## config.mk

```make
export PLATFORM = sky130hd
export DESIGN_NAME = quad_dec_flat
export DESIGN_NICKNAME = d
export VERILOG_FILES = /design/src/rtl/quad_dec_if.sv /design/src/rtl/quad_dec.sv /design/src/flat_wrapper.sv
export SDC_FILE = /design/constraint.sdc
export NUM_CORES = 1
export LEC_CHECK = 0
export BUFFER_PORTS_ARGS = -buffer_cell sky130_fd_sc_hd__buf_2
export CAP_MARGIN = 20
export CORE_UTILIZATION = 40
export DETAILED_ROUTE_END_ITERATION = 16
export RECOVER_POWER = 50
export SLEW_MARGIN = 20
export SYNTH_ARGS = -nofsm -noshare
export SYNTH_HDL_FRONTEND = slang
export SYNTH_SLANG_ARGS = --single-unit
```

## constraint.sdc

```tcl
create_clock -name clk -period 3.1 [get_ports clk]
set_input_delay 0.31 -clock clk [delete_from_list [all_inputs] [get_ports clk]]
set_output_delay 0.31 -clock clk [all_outputs]
set_load 0.02 [all_outputs]
```

## src/rtl/quad_dec_if.sv

```systemverilog
// Encoder inputs, control and decoded outputs of the quadrature decoder.
// The bench drives through master; the decoder uses slave.
interface quad_dec_if;
  logic       a_in;
  logic       b_in;
  logic       en;
  logic       err_clr;
  logic       step;
  logic       up;
  logic       err;
  logic       err_sticky;
  logic [1:0] ab_q;

  modport master (
    output a_in, b_in, en, err_clr,
    input  step, up, err, err_sticky, ab_q
  );

  modport slave (
    input  a_in, b_in, en, err_clr,
    output step, up, err, err_sticky, ab_q
  );
endinterface

```

## src/rtl/quad_dec.sv

```systemverilog
// Quadrature decoder: synchronises and glitch-filters A/B, then emits step/direction
// pulses for an up/down counter and flags illegal double-bit transitions.
module quad_dec #(
  parameter int FILT = 4
) (
  input logic       clk,
  input logic       clr_n,
  quad_dec_if.slave bus
);

  typedef enum logic {INIT, TRACK} state_e;

  localparam logic [7:0] FiltLast = 8'(FILT - 1);

  state_e     state_q;
  logic [1:0] s1_q, s2_q;
  logic [1:0] ab_q, abPrev_q;
  logic [1:0] initCnt_q;
  logic [7:0] cntA_q, cntB_q;
  logic       step_q, up_q, err_q, sticky_q;

  logic [1:0] ab_d;
  logic [7:0] cntA_d, cntB_d;
  logic       isFwd, isRev, isDbl;

  // Gray-code successor in the forward direction 00->01->11->10->00.
  function automatic logic [1:0] fwdNext(input logic [1:0] x);
    case (x)
      2'b00:   fwdNext = 2'b01;
      2'b01:   fwdNext = 2'b11;
      2'b11:   fwdNext = 2'b10;
      default: fwdNext = 2'b00;
    endcase
  endfunction

  always_comb begin
    ab_d   = ab_q;
    cntA_d = cntA_q;
    cntB_d = cntB_q;

    if (s2_q[1] == ab_q[1]) begin
      cntA_d = 8'd0;
    end else if (cntA_q == FiltLast) begin
      ab_d[1] = s2_q[1];
      cntA_d  = 8'd0;
    end else begin
      cntA_d = cntA_q + 8'd1;
    end

    if (s2_q[0] == ab_q[0]) begin
      cntB_d = 8'd0;
    end else if (cntB_q == FiltLast) begin
      ab_d[0] = s2_q[0];
      cntB_d  = 8'd0;
    end else begin
      cntB_d = cntB_q + 8'd1;
    end

    isFwd = (ab_q == fwdNext(abPrev_q));
    isRev = (abPrev_q == fwdNext(ab_q));
    isDbl = ((ab_q ^ abPrev_q) == 2'b11);
  end

  // Transitions are classified one edge after ab_q moves, by comparing against abPrev_q.
  always_ff @(posedge clk or negedge clr_n) begin
    if (!clr_n) begin
      state_q   <= INIT;
      s1_q      <= 2'b00;
      s2_q      <= 2'b00;
      ab_q      <= 2'b00;
      abPrev_q  <= 2'b00;
      initCnt_q <= 2'd0;
      cntA_q    <= 8'd0;
      cntB_q    <= 8'd0;
      step_q    <= 1'b0;
      up_q      <= 1'b1;
      err_q     <= 1'b0;
      sticky_q  <= 1'b0;
    end else begin
      s1_q   <= {bus.a_in, bus.b_in};
      s2_q   <= s1_q;
      step_q <= 1'b0;
      err_q  <= 1'b0;

      case (state_q)
        INIT: begin
          if (initCnt_q == 2'd2) begin
            ab_q     <= s2_q;
            abPrev_q <= s2_q;
            cntA_q   <= 8'd0;
            cntB_q   <= 8'd0;
            state_q  <= TRACK;
          end else begin
            initCnt_q <= initCnt_q + 2'd1;
          end
        end
        TRACK: begin
          ab_q     <= ab_d;
          abPrev_q <= ab_q;
          cntA_q   <= cntA_d;
          cntB_q   <= cntB_d;
          if (bus.en) begin
            if (isFwd || isRev) begin
              step_q <= 1'b1;
              up_q   <= isFwd;
            end
            if (isDbl) begin
              err_q <= 1'b1;
            end
          end
        end
        default: state_q <= INIT;
      endcase

      if (state_q == TRACK && bus.en && isDbl) begin
        sticky_q <= 1'b1;
      end else if (bus.err_clr) begin
        sticky_q <= 1'b0;
      end
    end
  end

  assign bus.step       = step_q;
  assign bus.up         = up_q;
  assign bus.err        = err_q;
  assign bus.err_sticky = sticky_q;
  assign bus.ab_q       = ab_q;

endmodule

```

## src/flat_wrapper.sv

```systemverilog
// flat-port wrapper written by rule: the top's interface ports become plain ports
module quad_dec_flat 
#(
  parameter int FILT = 4
)
  (clk, clr_n, bus_a_in, bus_b_in, bus_en, bus_err_clr, bus_step, bus_up, bus_err, bus_err_sticky, bus_ab_q);
  quad_dec_if bus_i ();
  input logic clk;
  input logic clr_n;
  input wire logic [$bits(bus_i.a_in)-1:0] bus_a_in;
  input wire logic [$bits(bus_i.b_in)-1:0] bus_b_in;
  input wire logic [$bits(bus_i.en)-1:0] bus_en;
  input wire logic [$bits(bus_i.err_clr)-1:0] bus_err_clr;
  output wire logic [$bits(bus_i.step)-1:0] bus_step;
  output wire logic [$bits(bus_i.up)-1:0] bus_up;
  output wire logic [$bits(bus_i.err)-1:0] bus_err;
  output wire logic [$bits(bus_i.err_sticky)-1:0] bus_err_sticky;
  output wire logic [$bits(bus_i.ab_q)-1:0] bus_ab_q;
  assign bus_i.a_in = bus_a_in;
  assign bus_i.b_in = bus_b_in;
  assign bus_i.en = bus_en;
  assign bus_i.err_clr = bus_err_clr;
  assign bus_step = bus_i.step;
  assign bus_up = bus_i.up;
  assign bus_err = bus_i.err;
  assign bus_err_sticky = bus_i.err_sticky;
  assign bus_ab_q = bus_i.ab_q;
  quad_dec #(.FILT(FILT)) u_core (.clk(clk), .clr_n(clr_n), .bus(bus_i));
endmodule
```

# --- Word-level counts from Yosys, hierarchy flattened ---
# Cells that the tools add are included.
word_totals:
  ff_bits: 31
  elab_cells: 72
classes:
  n_addsub: 3
  n_eq_ne: 17
  n_mux: 26
  bitwise_logic: 3
  n_reduce_logical: 10
ops:
  columns: ["cell", "n"]
  rows:
  - ["$mux W8", 5]
  - ["$pmux W8 S2", 2]
  - ["$add A8 B1 Y8 const B", 2]
  - ["$eq A8 B2 Y1 const B", 2]
  - ["$mux W1", 14]
  - ["$pmux W2 S3", 2]
  - ["$reduce_and A3 Y1", 3]
  - ["$eq A2 B2 Y1 const B", 4]
  - ["$ne A2 B2 Y1 const B", 4]
  - ["$pmux W2 S2", 2]
  - ["$eq A2 B1 Y1 const B", 2]
  - ["$eq A2 B2 Y1", 2]
  - ["$logic_not A2 Y1", 2]
  - ["$add A2 B1 Y2 const B", 1]
  - ["$eq A1 B1 Y1", 2]
  - ["$logic_and A1 B1 Y1", 2]
  - ["$mux W2", 1]
  - ["$ne A2 B1 Y1 const B", 1]
  - ["$not A1 Y1", 2]
  - ["$reduce_and A2 Y1", 1]
  - ["$reduce_bool A2 Y1", 1]
  - ["$xor A2 B2 Y2", 1]
  - ["$logic_or A1 B1 Y1", 1]

# --- Longest topological paths before layout ---
depth:
  word_depth: 7
  mapped_depth: 8
  depth_no_buf: 7

# --- Worst setup path before layout ---
# Ideal clock, no wire load.
synth_path:
  path_kind: "reg2reg"
  from: "register u_core.cntA_q[0]"
  to: "register u_core.cntA_q[4]"
  arrival_ns: 1.624
  t_required_ns: 2.976
  slack_ns: 1.352
  path_stages_with_launch: 6
  path_buffers: 0
  period_less_slack_ns: 1.748
  cell_sequence: "dfrtp_1 > ha_1 > or4b_4 > o211ai_4 > nor3_1 > a211o_1"
synth_between:
  elab_chain_len: 4
  word_cells_on_any_way: 5
  classes_between: "add/sub: 1; eq/ne: 1; mux: 3"
synth_rtl:
  columns: ["item", "line_no", "rtl"]
  rows:
  - ["start: declaration", "quad_dec.sv:19", "logic [7:0] cntA_q, cntB_q;"]
  - ["start signal: assignment", "quad_dec.sv:100", "cntA_q <= cntA_d;"]
  - ["$add A8 B1 Y8 or $eq A8 B2 Y1 (tied branches)", "quad_dec.sv:47, quad_dec.sv:43", null]
  - ["$mux W8 (*)", "quad_dec.sv:43", "end else if (cntA_q == FiltLast) begin"]
  - ["$mux W8 (*)", "quad_dec.sv:41", "if (s2_q[1] == ab_q[1]) begin"]
  - ["$pmux W8 S2 (*)", "quad_dec.sv:85", "case (state_q)"]
# Every way passes the cells marked *; elsewhere a longest branch is shown, timed or not.
# A chain may end at the register's enable or synchronous reset.

# --- Worst setup path after layout ---
# Ends and elaborated chain as after synthesis.

==> flow_summary.json <==
{
  "status": "finished with violations",
  "violations": "max-capacitance violations, max-slew violations",
  "grt_max_degree": 32,
  "ant_nets": 0,
  "worstMarginPinSlew_ns": 1.58,
  "min_to": "u_core.s1_q[1]$_DFF_PN0_",
  "synth-simple-area-share_pct": 14.9,
  "drive_above_1_share_pct": 16.0,
  "grt_setup_unrepaired": "no",
  "yosys_warnings": 0,
  "synthTopCellsByArea": "dfrtp_1 (52%), xnor2_1 (6.7%), nor2_1 (5.5%), xor2_1 (3.1%), o21ai_0 (2.8%)",
  "viasPerCell": 5.13,
  "synth_fa_ha_area_share_pct": 2.62,
  "port_buffers": 11,
  "finalSetupViolCount": 0,
  "start_util_pct": 42.2,
  "synth_top_family_by_area": "simple AND/OR/NAND/NOR gates",
  "globalplace.congestion": 0.829,
  "max_slew_margin_pct": -5.59,
  "syn-cell-area_um2": 1430,
  "cts_hold_buf": 0,
  "drc_errors": 0,
  "grt_pass1_vias": 1029,
  "final-seq-area_um2": 777,
  "pwr_density_cell_nw_per_um2": 758,
  "min_from": "bus_a_in",
  "arrival_ns": 2.08,
  "setup_slack_ns": 1.24,
  "place_area_um2": 1540,
  "syn_inst": 133,
  "nets": 158,
  "worstRegToRegCells": 5,
  "stdcell_count": 196,
  "vias": 1006,
  "period_minus_slack_ns": 1.86,
  "overflow": 0,
  "synth_compound_area_share_pct": 11.8,
  "fin_setup_tns_ns": 0,
  "fin_worst_hold_slack_ns": 0.0849,
  "grt_pass1_wl_mm": 4.49,
  "area_growth_pct": 12.3,
  "r2r-end": "u_core.cntA_q[4]$_DFFE_PN0N_",
  "worstSetupPathType": "flip-flop to flip-flop",
  "finalPower_mw": 1.22,
  "end_kind": "flip-flop",
  "antenna_found_initial": 0,
  "die_area_um2": 3820,
  "synth-xor-area-share_pct": 9.80,
  "final-hold-violation-count": 0,
  "place_hpwl_mm": 1.75,
  "finClkSkew_ns": 0.00387,
  "num_io_pins": 12,
  "synth_edf_count": 0,
  "fin_area_um2": 1610,
  "synth_area_leader_cell": "dfrtp_1",
  "drt-total-wl_mm": 2.47,
  "cts.reportedPaths.clkPinSlew_ns": 0.09,
  "start_kind": "flip-flop",
  "async_flop_share_pct": 100,
  "root_buffer": "clkbuf_4",
  "grt.total_usage_pct": 17.2,
  "muxShareOfSynthArea_pct": 4.46,
  "rows": 21,
  "required_ns": 3.32,
  "synth_commonest_cells": "dfrtp_1 (30), nor2_1 (21), xnor2_1 (11)",
  "cts_tree": "yes",
  "drv_slew": 32,
  "num_antenna_cells": 0,
  "chipHeight_um": 61.8,
  "maxCapViolCount": 1,
  "yosysSeqAreaShare_pct": 54.3,
  "reg2reg_slack_ns": 1.24,
  "cp_max_fo": 8,
  "multi_input_area_um2": 623,
  "dp.cells": 188,
  "cts_made_buffers": 5,
  "drt-pass1-iter-count": 4,
  "leakagePower_nw": 0.725,
  "cts-resized-gates": 0,
  "fin_util_pct": 47.4,
  "synth_cell_types": 35,
  "peakVddDrop_v": 0.000425,
  "post_drt_wl_per_cell_um": 12.6,
  "fmax_mhz": 536,
  "synth-seq-cells": 31,
  "clock_path_buffers": 2,
  "synth_ff_type": "dfrtp_1",
  "drt_iter0_drc": 27,
  "hold_depth": 1,
  "htreeDepth": 2,
  "synthesis.nets": 142,
  "synth.most_common_cell": "dfrtp_1",
  "r2r_start": "u_core.cntA_q[0]$_DFFE_PN0N_",
  "core_um2": 3390,
  "cts.sinks": 31,
  "pre_cts_slack_ns": 1.24,
  "min_path_type": "input port to flip-flop",
  "die_w_um": 61.8,
  "synth_top_area_share_pct": 52.5,
  "post_cts_buffers": 0,
  "clock_latency_ns": 0.33,
  "final.period_utilization_pct": 60.2,
  "avgSynthCellArea_um2": 10.8,
  "fillCellCount": 315
}
metal layers:
metal,GRT usage (%),vias to the layer above,part of all wire (%)
met5,0,-,0
met4,7.94,0,2.4
met3,8.90,8,4.6
met2,27.0,22,46
met1,19.6,482,47
li1,-,494,-
cell type report:
type | count | area share (%)
Tap cell | 46 | 3.58
Sequential cell | 31 | 48.4
Inverter | 5 | 1.17
Timing Repair Buffer | 12 | 3.82
Multi-Input combinational cell | 94 | 38.8
Clock buffer | 8 | 4.28
worst max-delay path by stage:
stage	from	end	cells after the start
finish	u_core.cntA_q[0]$_DFFE_PN0N_	u_core.cntA_q[4]$_DFFE_PN0N_	5
global route	u_core.cntA_q[0]$_DFFE_PN0N_	u_core.cntA_q[4]$_DFFE_PN0N_	5
CTS	u_core.cntA_q[0]$_DFFE_PN0N_	u_core.cntA_q[4]$_DFFE_PN0N_	5
detailed placement	u_core.cntA_q[0]$_DFFE_PN0N_	u_core.cntA_q[4]$_DFFE_PN0N_	5
global placement	u_core.cntA_q[0]$_DFFE_PN0N_	u_core.cntA_q[4]$_DFFE_PN0N_	5
floorplan	u_core.cntA_q[0]$_DFFE_PN0N_	u_core.cntA_q[4]$_DFFE_PN0N_	5
critical path, cell delays in order, from the launching register on:
cell and delay, ns:
dfrtp_1 0.39, ha_1 0.23, or4b_4 0.50, o211ai_4 0.28, nor3_1 0.09, a211o_1 0.27
cells in the final DEF (no fill, tap or decap), drive strengths merged, types with 2 or more instances in the layout:
| cell type | count |
|---|---|
| nor3 | 3 |
| xnor2 | 11 |
| ha | 3 |
| nand3 | 3 |
| nand2 | 9 |
| buf | 11 |
| nor2 | 21 |
| dfrtp | 30 |
| clkbuf | 9 |
| o2111ai | 2 |
| a31oi | 2 |
| inv | 5 |
| a21oi | 2 |
| xor2 | 5 |
| mux2 | 3 |
| o21ai | 10 |
| nand4 | 3 |
| mux2i | 3 |
sequential cells by signal, indices dropped and copies added, names as in the netlist, 2 cells and up:
register          flops
u_core.cntA_q         8
u_core.bus.ab_q       2
u_core.abPrev_q       2
u_core.s1_q           2
u_core.initCnt_q      2
u_core.s2_q           2
u_core.cntB_q         8
cell families (layout without fill, tap and decap cells):
group	Yosys count	after routing
AND/OR/NAND/NOR	46	46
buffers and inverters	8	25
flip-flops	31	31
multiplexers	6	6
AO/OA/AOI/OAI	23	23
XOR/XNOR	16	16
adder cells (fa/ha/maj)	3	3
power breakdown:
part	switching (mW)	internal (mW)
Sequential	0.0811	0.487
Clock	0.131	0.133
Combinational	0.206	0.179
Total	0.419	0.798
(Power assumes the default switching activity.)
